`config.mk`:
```
export PLATFORM = sky130hd
export DESIGN_NAME = stall_control
export DESIGN_NICKNAME = d
export VERILOG_FILES = /design/src/rtl/stall_control_pkg.sv /design/src/rtl/stall_control_sat_counter.sv /design/src/rtl/stall_control.sv
export SDC_FILE = /design/constraint.sdc
export NUM_CORES = 1
export LEC_CHECK = 0
export ABC_CLOCK_PERIOD_IN_PS = 3770
export CORE_MARGIN = 5
export CORE_UTILIZATION = 45
export CTS_BUF_LIST = sky130_fd_sc_hd__clkbuf_2 sky130_fd_sc_hd__clkbuf_4 sky130_fd_sc_hd__clkbuf_8
export DETAILED_ROUTE_END_ITERATION = 7
export HOLD_SLACK_MARGIN = 0.06
export PLACE_DENSITY_LB_ADDON = 0.3
export SYNTH_ARGS = -nofsm -noshare
export SYNTH_HDL_FRONTEND = slang
export SYNTH_SLANG_ARGS = --single-unit
export TNS_END_PERCENT = 100
```
`constraint.sdc`:
```
create_clock -name clk -period 3.77 [get_ports clk]
set_clock_uncertainty 0.05 [all_clocks]
set_input_delay 0.754 -clock clk [delete_from_list [all_inputs] [get_ports clk]]
set_output_delay 0.754 -clock clk [all_outputs]
set_load 0.005 [all_outputs]
```
`src/rtl/stall_control_pkg.sv`:
```
// Shared definitions for the pipeline stall/flush controller.
// This package holds the FSM state encoding and the default pipeline-register widths.
package stall_control_pkg;

    typedef enum logic [1:0] {
        StRun   = 2'd0,
        StStall = 2'd1,
        StFlush = 2'd2
    } state_e;

    localparam int unsigned DefaultInstrBits = 16;
    localparam int unsigned DefaultPcBits    = 16;
    localparam int unsigned DefaultCountBits = 16;
    localparam int unsigned DefaultMaxStall  = 4;

endpackage

```
`src/rtl/stall_control_sat_counter.sv`:
```
// Saturating up-counter with synchronous clear and asynchronous active-high reset.
module stall_control_sat_counter #(
    parameter int unsigned Width = 16
) (
    input  logic             clk,
    input  logic             rst,
    input  logic             inc,
    input  logic             clear,
    output logic [Width-1:0] count
);

    logic [Width-1:0] count_q, count_d;

    always_comb begin
        count_d = count_q;
        if (clear) begin
            count_d = '0;
        end else if (inc && (count_q != '1)) begin
            count_d = count_q + Width'(1);
        end
    end

    always_ff @(posedge clk or posedge rst) begin
        if (rst) begin
            count_q <= '0;
        end else begin
            count_q <= count_d;
        end
    end

    assign count = count_q;

endmodule

```
`src/rtl/stall_control.sv`:
```
// IF/ID pipeline register control: load-use stalls, branch flushes, event counters and
// a sticky watchdog for runaway stalls.
module stall_control
    import stall_control_pkg::*;
#(
    parameter int unsigned InstrBits = DefaultInstrBits,
    parameter int unsigned PCBits    = DefaultPcBits,
    parameter int unsigned CountBits = DefaultCountBits,
    parameter int unsigned MaxStall  = DefaultMaxStall
) (
    input  logic                 clk,
    input  logic                 rst,
    input  logic                 Stall,
    input  logic                 Branch_Taken,
    input  logic [InstrBits-1:0] IF_Instr,
    input  logic [PCBits-1:0]    IF_PC_Next,
    output logic                 PC_Write,
    output logic [InstrBits-1:0] IF_ID_Instr,
    output logic [PCBits-1:0]    IF_ID_PC,
    output logic                 IF_ID_Valid,
    output logic                 ID_EX_Bubble,
    output logic [CountBits-1:0] Stall_Count,
    output logic [CountBits-1:0] Flush_Count,
    output logic                 Deadlock
);

    state_e               state_q, state_d;
    logic [InstrBits-1:0] if_id_instr_q;
    logic [PCBits-1:0]    if_id_pc_q;
    logic                 if_id_valid_q;
    logic                 deadlock_q;
    logic                 eff_stall;
    logic [CountBits-1:0] consec_count;

    // A stall only bites when ID holds a live instruction and no branch squashes it.
    assign eff_stall    = Stall && if_id_valid_q && !Branch_Taken;
    assign PC_Write     = !eff_stall;
    assign ID_EX_Bubble = (Stall && if_id_valid_q) || Branch_Taken || !if_id_valid_q;

    always_comb begin
        state_d = StRun;
        unique case (state_q)
            StRun: begin
                if (Branch_Taken)               state_d = StFlush;
                else if (Stall && if_id_valid_q) state_d = StStall;
                else                             state_d = StRun;
            end
            StStall: begin
                if (Branch_Taken) state_d = StFlush;
                else if (Stall)   state_d = StStall;
                else              state_d = StRun;
            end
            StFlush: begin
                if (Branch_Taken) state_d = StFlush;
                else              state_d = StRun;
            end
            default: state_d = StRun;
        endcase
    end

    always_ff @(posedge clk or posedge rst) begin
        if (rst) begin
            state_q       <= StRun;
            if_id_instr_q <= '0;
            if_id_pc_q    <= '0;
            if_id_valid_q <= 1'b0;
            deadlock_q    <= 1'b0;
        end else begin
            state_q <= state_d;
            if (Branch_Taken) begin
                if_id_instr_q <= '0;
                if_id_pc_q    <= '0;
                if_id_valid_q <= 1'b0;
            end else if (!eff_stall) begin
                if_id_instr_q <= IF_Instr;
                if_id_pc_q    <= IF_PC_Next;
                if_id_valid_q <= 1'b1;
            end
            // This edge completes the MaxStall-th consecutive stall cycle.
            if (eff_stall && (consec_count >= CountBits'(MaxStall - 1))) begin
                deadlock_q <= 1'b1;
            end
        end
    end

    stall_control_sat_counter #(
        .Width(CountBits)
    ) u_stall_cnt (
        .clk  (clk),
        .rst  (rst),
        .inc  (eff_stall),
        .clear(1'b0),
        .count(Stall_Count)
    );

    stall_control_sat_counter #(
        .Width(CountBits)
    ) u_flush_cnt (
        .clk  (clk),
        .rst  (rst),
        .inc  (Branch_Taken),
        .clear(1'b0),
        .count(Flush_Count)
    );

    stall_control_sat_counter #(
        .Width(CountBits)
    ) u_consec_cnt (
        .clk  (clk),
        .rst  (rst),
        .inc  (eff_stall),
        .clear(!eff_stall),
        .count(consec_count)
    );

    assign IF_ID_Instr = if_id_instr_q;
    assign IF_ID_PC    = if_id_pc_q;
    assign IF_ID_Valid = if_id_valid_q;
    assign Deadlock    = deadlock_q;

endmodule

```
==> impl_metrics.py, run 1 <==
metrics = {
    "place": {
        "placed_cells": 516,
        "dp_worst_setup_slack_ps": 612,
        "dp.final_hpwl_um": 6520,
        "gp_routability_congestion": 0.845,
        "port_buffers": 103,
    },
    "sta": {
        "max_freq_ghz": 0.316,
        "hold_viol_final": 0,
        "slew-limit-headroom": 0.514,
        "setup_tns_ps": 0,
        "setup_violations": 0,
        "finalCritPeriodShare": 0.840,
        "fin_crit_ps": 3170,
        "rsz0062_at_grt": "false",
        "worst_slack_ps": 605,
        "worst_slew_pin_slew_ps": 728,
        "slew_viol_final": 0,
        "holdWs_ps": 422,
    },
    "global_routing": {
        "antenna_found_initial": 0,
        "track_usage": 0.189,
        "grt_max_degree": 44,
        "grt_pass1_vias": 3046,
        "grt_pass1_wl_um": 14900,
        "grt-ovfl-total": 0,
    },
    "power_and_ir_drop": {
        "p_sw_uw": 591,
        "power_frac_clock": 0.291,
        "power_frac_comb": 0.191,
        "swShare": 0.285,
        "intPower_mw": 1.48,
        "p_per_area_mw_per_mm2": 417,
        "finalPower_mw": 2.07,
        "p_leak_nw": 2.21,
        "power.share.sequential": 0.518,
        "peakVddDrop_mv": 0.386,
    },
    "route": {
        "detail_route.iter0.violations": 141,
        "vias": 2973,
        "drc_errors": 0,
        "drtPass1Iterations": 4,
        "wire_per_inst_um": 17.1,
        "via_per_inst": 5.59,
        "routed_wl_um": 9090,
        "route.antenna.remaining_nets": 0,
    },
    "worst_setup_path": {
        "setup.worst_path.end_class": "output pin",
        "crit_arrival_ps": 2360,
        "rr_worst_depth": 6,
        "max_stage_delay_ps": 720,
        "crit_chain": "clkdlybuf4s50_1, and3b_1, inv_2, clkdlybuf4s50_1",
        "critPathLaunch": "Branch_Taken",
        "cpMaxStageDelayCell": "clkdlybuf4s50_1",
        "cp_common_cell": "clkdlybuf4s50_1",
        "rrSetupSlack_ps": 1760,
        "r2r_start": "IF_ID_Valid",
        "path_max_fanout": 11,
        "critical_path_class": "in2out",
        "start_kind": "input port",
        "critical_path_required_ps": 2970,
    },
    "yosys": {
        "synth_async_sr_flop_share": 1.00,
        "ys_warn_count": 0,
        "synth_top_area_cell": "dfrtp_1",
        "synth_nets": 358,
        "syn_inst": 319,
        "yosysMostFrequentCell": "dfrtp_1",
        "yosys.area_share.simple": 0.182,
        "netlist_top_cells_area": "dfrtp_1, a22o_1, xor2_1",
        "netlist_area_mm2": 0.00363,
        "synth_common_cells": "dfrtp_1, a22o_1, nand3_1, nand2_1",
        "synth-edff-count": 0,
        "synth.area.mux_share": 0.0179,
        "synth_top_family_by_area": "simple AND/OR/NAND/NOR gates",
        "synth_fa_ha_area_frac": 0.0103,
        "synth_compound_area_frac": 0.140,
        "synth-seq-cells": 82,
        "synth_xor_area_frac": 0.0628,
        "synth.top_cell.area_share": 0.566,
        "ys.flop_type": "dfrtp_1",
        "ys_seq_area_frac": 0.566,
        "synth_cell_types": 46,
        "synth_area_per_cell_um2": 11.4,
    },
    "cts": {
        "h-tree-depth": 3,
        "cts_hold_buf": 0,
        "clkSinkCount": 82,
        "numCtsBuffers": 9,
        "path_clk_slew_ps": 80,
        "clockRootBuffer": "clkbuf_8",
        "postCtsSetupBuffers": 0,
        "clock_latency_ps": 360,
        "cts_max_path_buffers": 2,
        "tritoncts": "done",
        "cts_resized": 0,
    },
    "die": {
        "start_util": 0.465,
        "dieArea_mm2": 0.00996,
        "die_w_um": 99.8,
        "die_y_um": 99.8,
        "fp.coreArea_mm2": 0.00781,
        "num_rows": 32,
        "io_pins": 104,
    },
    "worst_hold_path": {
        "hold_path_depth": 1,
        "hp-class": "reg2reg",
        "hold_path.startpoint": "Deadlock",
    },
    "run_status": {
        "status": "finished clean",
    },
    "finish": {
        "fin_cells": 532,
        "antennaDiodeCount": 0,
        "areaGrowthSynthToFinish_pct": 37.1,
        "fin_nets": 464,
        "layout-drive-gt1-share": 0.0860,
        "nFillCells": 643,
    },
    "run": {
        "max-cap-violations": 0,
    },
}
==> cells in the final DEF (no fill, tap or decap), types with 3 or more instances in the layout <==
| cell type | n |
|---|---|
| and4_1 | 3 |
| or4_1 | 3 |
| a21oi_1 | 10 |
| or3_1 | 5 |
| nor2_1 | 15 |
| o31ai_1 | 3 |
| xor2_1 | 15 |
| dfrtp_1 | 82 |
| a22o_1 | 32 |
| ha_1 | 3 |
| buf_4 | 6 |
| mux2_2 | 4 |
| and3_1 | 9 |
| inv_1 | 4 |
| xnor2_1 | 11 |
| nor3_1 | 11 |
| nor4_1 | 5 |
| nand3_1 | 19 |
| clkbuf_8 | 10 |
| nand4_1 | 15 |
| o21ai_0 | 8 |
| nand2_1 | 18 |
| clkdlybuf4s50_1 | 103 |
==> per-layer routing <==
layer	part of all wire	vias up	track usage
met4	0.015	0	0.0788
met3	0.069	12	0.0549
li1	-	1411	-
met2	0.49	97	0.304
met5	0	-	0
met1	0.43	1453	0.238
==> cells by family (layout without fill, tap and decap cells) <==
logic type | count (synthesis) | after routing
multiplexers | 6 | 6
AO/OA/AOI/OAI | 67 | 67
AND/OR/NAND/NOR | 115 | 115
buffers and inverters | 20 | 131
flip-flops | 82 | 82
XOR/XNOR | 26 | 26
adder cells (fa/ha/maj) | 3 | 3
==> worst paths after layout <==
check	end
hold / removal	Deadlock
setup / recovery	PC_Write
max in group asynchronous	u_consec_cnt.count[14]
min in group asynchronous	u_stall_cnt.count[13]
hold reg to reg	Deadlock
setup reg to reg	u_stall_cnt.count[15]
==> layout make-up <==
cell class | instances | area (µm²) | area share
inverter | 6 | 23.8 | 0.00478
timing repair buffer | 109 | 1080 | 0.216
tap | 102 | 128 | 0.0257
multi-input combinational | 217 | 1510 | 0.303
clock buffer | 10 | 138 | 0.0277
clock inverter | 6 | 50.0 | 0.0101
sequential | 82 | 2050 | 0.412
==> worst max-delay path: cells and delay by family <==
kind	cells	cell delay, ps
buffers and inverters	3	1300
AND/OR/NAND/NOR	1	310
==> registers in the layout, indices dropped and copies added, names as in the netlist <==
name / flops
IF_ID_Valid: 1
IF_ID_Instr: 16
u_stall_cnt.count: 16
IF_ID_PC: 16
u_consec_cnt.count: 16
Deadlock: 1
u_flush_cnt.count: 16
==> power by group through the flow <==
stage	registers, mW	clock network, mW	logic (mW)
2_1_floorplan	1.07	0	0.147
3_3_place_gp	1.09	0	0.388
3_5_place_dp	1.09	0	0.401
4_1_cts	1.07	0.616	0.403
5_1_grt	1.09	0.655	0.434
6_report	1.07	0.603	0.396
==> stage by stage <==
| stage | utilization | instance area, µm² |
|---|---|---|
| floorplan | - | 3630 |
| global placement | 0.613 | 4790 |
| detailed placement | 0.613 | 4790 |
| CTS | 0.637 | 4970 |
| global route | 0.637 | 4970 |
| finish | 0.637 | 4970 |
Power figures use the tool's default switching activity.
==> inputs of run 2 (changes only) <==
ABC_CLOCK_PERIOD_IN_PS = 2800   (was 3770)
CORE_UTILIZATION = 44   (was 45)
clock period = 2.8 ns   (was 3.77 ns; I/O delays follow)
==> run 2 against run 1 <==
Count of clock-buffer cells in the layout shrank 1. Register-to-register slack got worse by 930 ps. Global-route usage shrank 0.46 points. Clock power up 21%. Setup slack lost 310 ps. Via count is 0.64% higher. Sequential cell count unchanged. Critical path type unchanged.
==> impl_metrics.py, run 2 (same netlist as run 1, synthesis figures left out) <==
metrics = {
    "finish": {
        "fin_nets": 466,
        "antennaDiodeCount": 0,
        "layout_common_cells": "clkdlybuf4s50_1, dfrtp_1, a22o_1",
        "areaGrowthSynthToFinish_pct": 37.0,
        "layout-drive-gt1-share": 0.0858,
        "final_common_cell": "clkdlybuf4s50_1",
    },
    "route": {
        "route.antenna.remaining_nets": 0,
        "routed_wl_um": 8950,
        "drtPass1Iterations": 4,
        "via_per_inst": 5.58,
        "wire_per_inst_um": 16.7,
        "drc_errors": 0,
        "detail_route.iter0.violations": 141,
        "vias": 2992,
    },
    "cts": {
        "cts_resized": 0,
        "path_clk_slew_ps": 80,
        "clock_latency_ps": 360,
        "cts_hold_buf": 0,
        "h-tree-depth": 3,
        "tritoncts": "done",
        "clkSinkCount": 82,
        "numCtsBuffers": 9,
        "cts_max_path_buffers": 2,
        "clockRootBuffer": "clkbuf_8",
        "postCtsSetupBuffers": 0,
    },
    "sta": {
        "rsz0062_at_grt": "false",
        "fin_crit_ps": 2510,
        "slew_viol_final": 0,
        "slew-limit-headroom": 0.707,
        "setup_violations": 0,
        "worst_slew_pin_slew_ps": 440,
        "setup_tns_ps": 0,
        "max_freq_ghz": 0.399,
        "finalCritPeriodShare": 0.896,
        "hold_viol_final": 0,
    },
    "worst_setup_path": {
        "r2r_start": "u_stall_cnt.count[0]",
        "path_max_fanout": 6,
        "start_kind": "input port",
        "rr_worst_depth": 6,
        "critPathTopFamily": "buffers and inverters",
        "cpMaxStageDelayCell": "clkdlybuf4s50_1",
        "critPathBufInv": 3,
        "max_stage_delay_ps": 510,
        "critPathLaunch": "Branch_Taken",
        "critical_path_class": "in2out",
        "setup.worst_path.end_class": "output pin",
        "critical_path_required_ps": 2190,
        "cp-endpoint": "PC_Write",
        "rrSetupSlack_ps": 830,
        "crit_chain": "clkdlybuf4s50_1, and3b_1, inv_2, clkdlybuf4s50_1",
        "crit_arrival_ps": 1900,
        "r2r_end": "u_stall_cnt.count[1]",
        "critical_path_depth": 4,
        "cp_common_cell": "clkdlybuf4s50_1",
    },
    "place": {
        "gp_routability_congestion": 0.840,
        "dp.final_hpwl_um": 6400,
        "port_buffers": 103,
    },
    "power_and_ir_drop": {
        "p_per_area_mw_per_mm2": 546,
        "peakVddDrop_mv": 0.549,
        "p_leak_nw": 2.21,
        "finalPower_mw": 2.71,
    },
    "global_routing": {
        "grt_max_degree": 60,
        "grt_pass1_vias": 3055,
        "antenna_found_initial": 0,
        "grt_pass1_wl_um": 14800,
        "grt-ovfl-total": 0,
        "track_usage": 0.184,
    },
    "worst_hold_path": {
        "hp-class": "reg2reg",
    },
    "die": {
        "fp.coreArea_mm2": 0.00813,
        "die_w_um": 101,
        "io_pins": 104,
        "dieArea_mm2": 0.0102,
        "num_rows": 33,
        "die_y_um": 101,
        "start_util": 0.446,
    },
    "run": {
        "max-cap-violations": 0,
    },
    "run_status": {
        "status": "finished clean",
    },
}
## run 2: cell types whose count changed in the layout (fill, tap and decap cells not counted), sizes merged
cell    delta
buf        +2
clkbuf     -1
clkinv     +2
inv        -2
## run 2: layout make-up
class,instances,area [µm²]
well taps,105,131
fillers,653,3160
clock buffers,9,124
repair buffers,111,1100
flip-flops and latches,82,2050
multi-input cells,217,1500
inverters,6,23.8
clock inverters,6,35.0
## run 2: metrics by stage
stage | hold WS [ps] | instance area [µm²] | std cells | worst slack [ps] | utilization
final | 412 | 4970 | 536 | 292 | 0.611
after global routing | 429 | 4970 | 536 | 268 | 0.611
after detailed placement | 406 | 4810 | 521 | 244 | 0.592
after CTS | 421 | 4970 | 536 | 282 | 0.611
after floorplan | 401 | 3630 | 319 | 81.6 | -
after global placement | 409 | 4810 | 521 | 299 | 0.592
## run 2: worst reg2reg max path, cell delays in order (launching register included)
cell and delay [ps]:
dfrtp_1 470, ha_1 280, and4_1 230, nor4b_1 140, buf_4 180, nor2_1 170, mux2_2 350
## run 2: power by group
part	leakage, nW	internal [mW]	total, mW	switching [mW]
combinational	1.04	0.346	0.534	0.188
sequential	1.09	1.30	1.45	0.152
clock	0.0806	0.310	0.731	0.421
total	2.21	1.95	2.71	0.761
## run 2: worst min path at each step
stage,start,end,cells past startpoint
after global routing,Deadlock,Deadlock,1
after detailed placement,Deadlock,Deadlock,1
after floorplan,Deadlock,Deadlock,1
after CTS,Deadlock,Deadlock,1
after global placement,Deadlock,Deadlock,1
final,Deadlock,Deadlock,1
## run 2: per-layer routing
layer  global-route usage  vias to the layer above  wire, µm
met5                    0                        -         0
met4               0.0736                        0       212
met3               0.0651                       16       709
met2                0.271                      103      4100
met1                0.249                     1463      3930
li1                     -                     1410         -
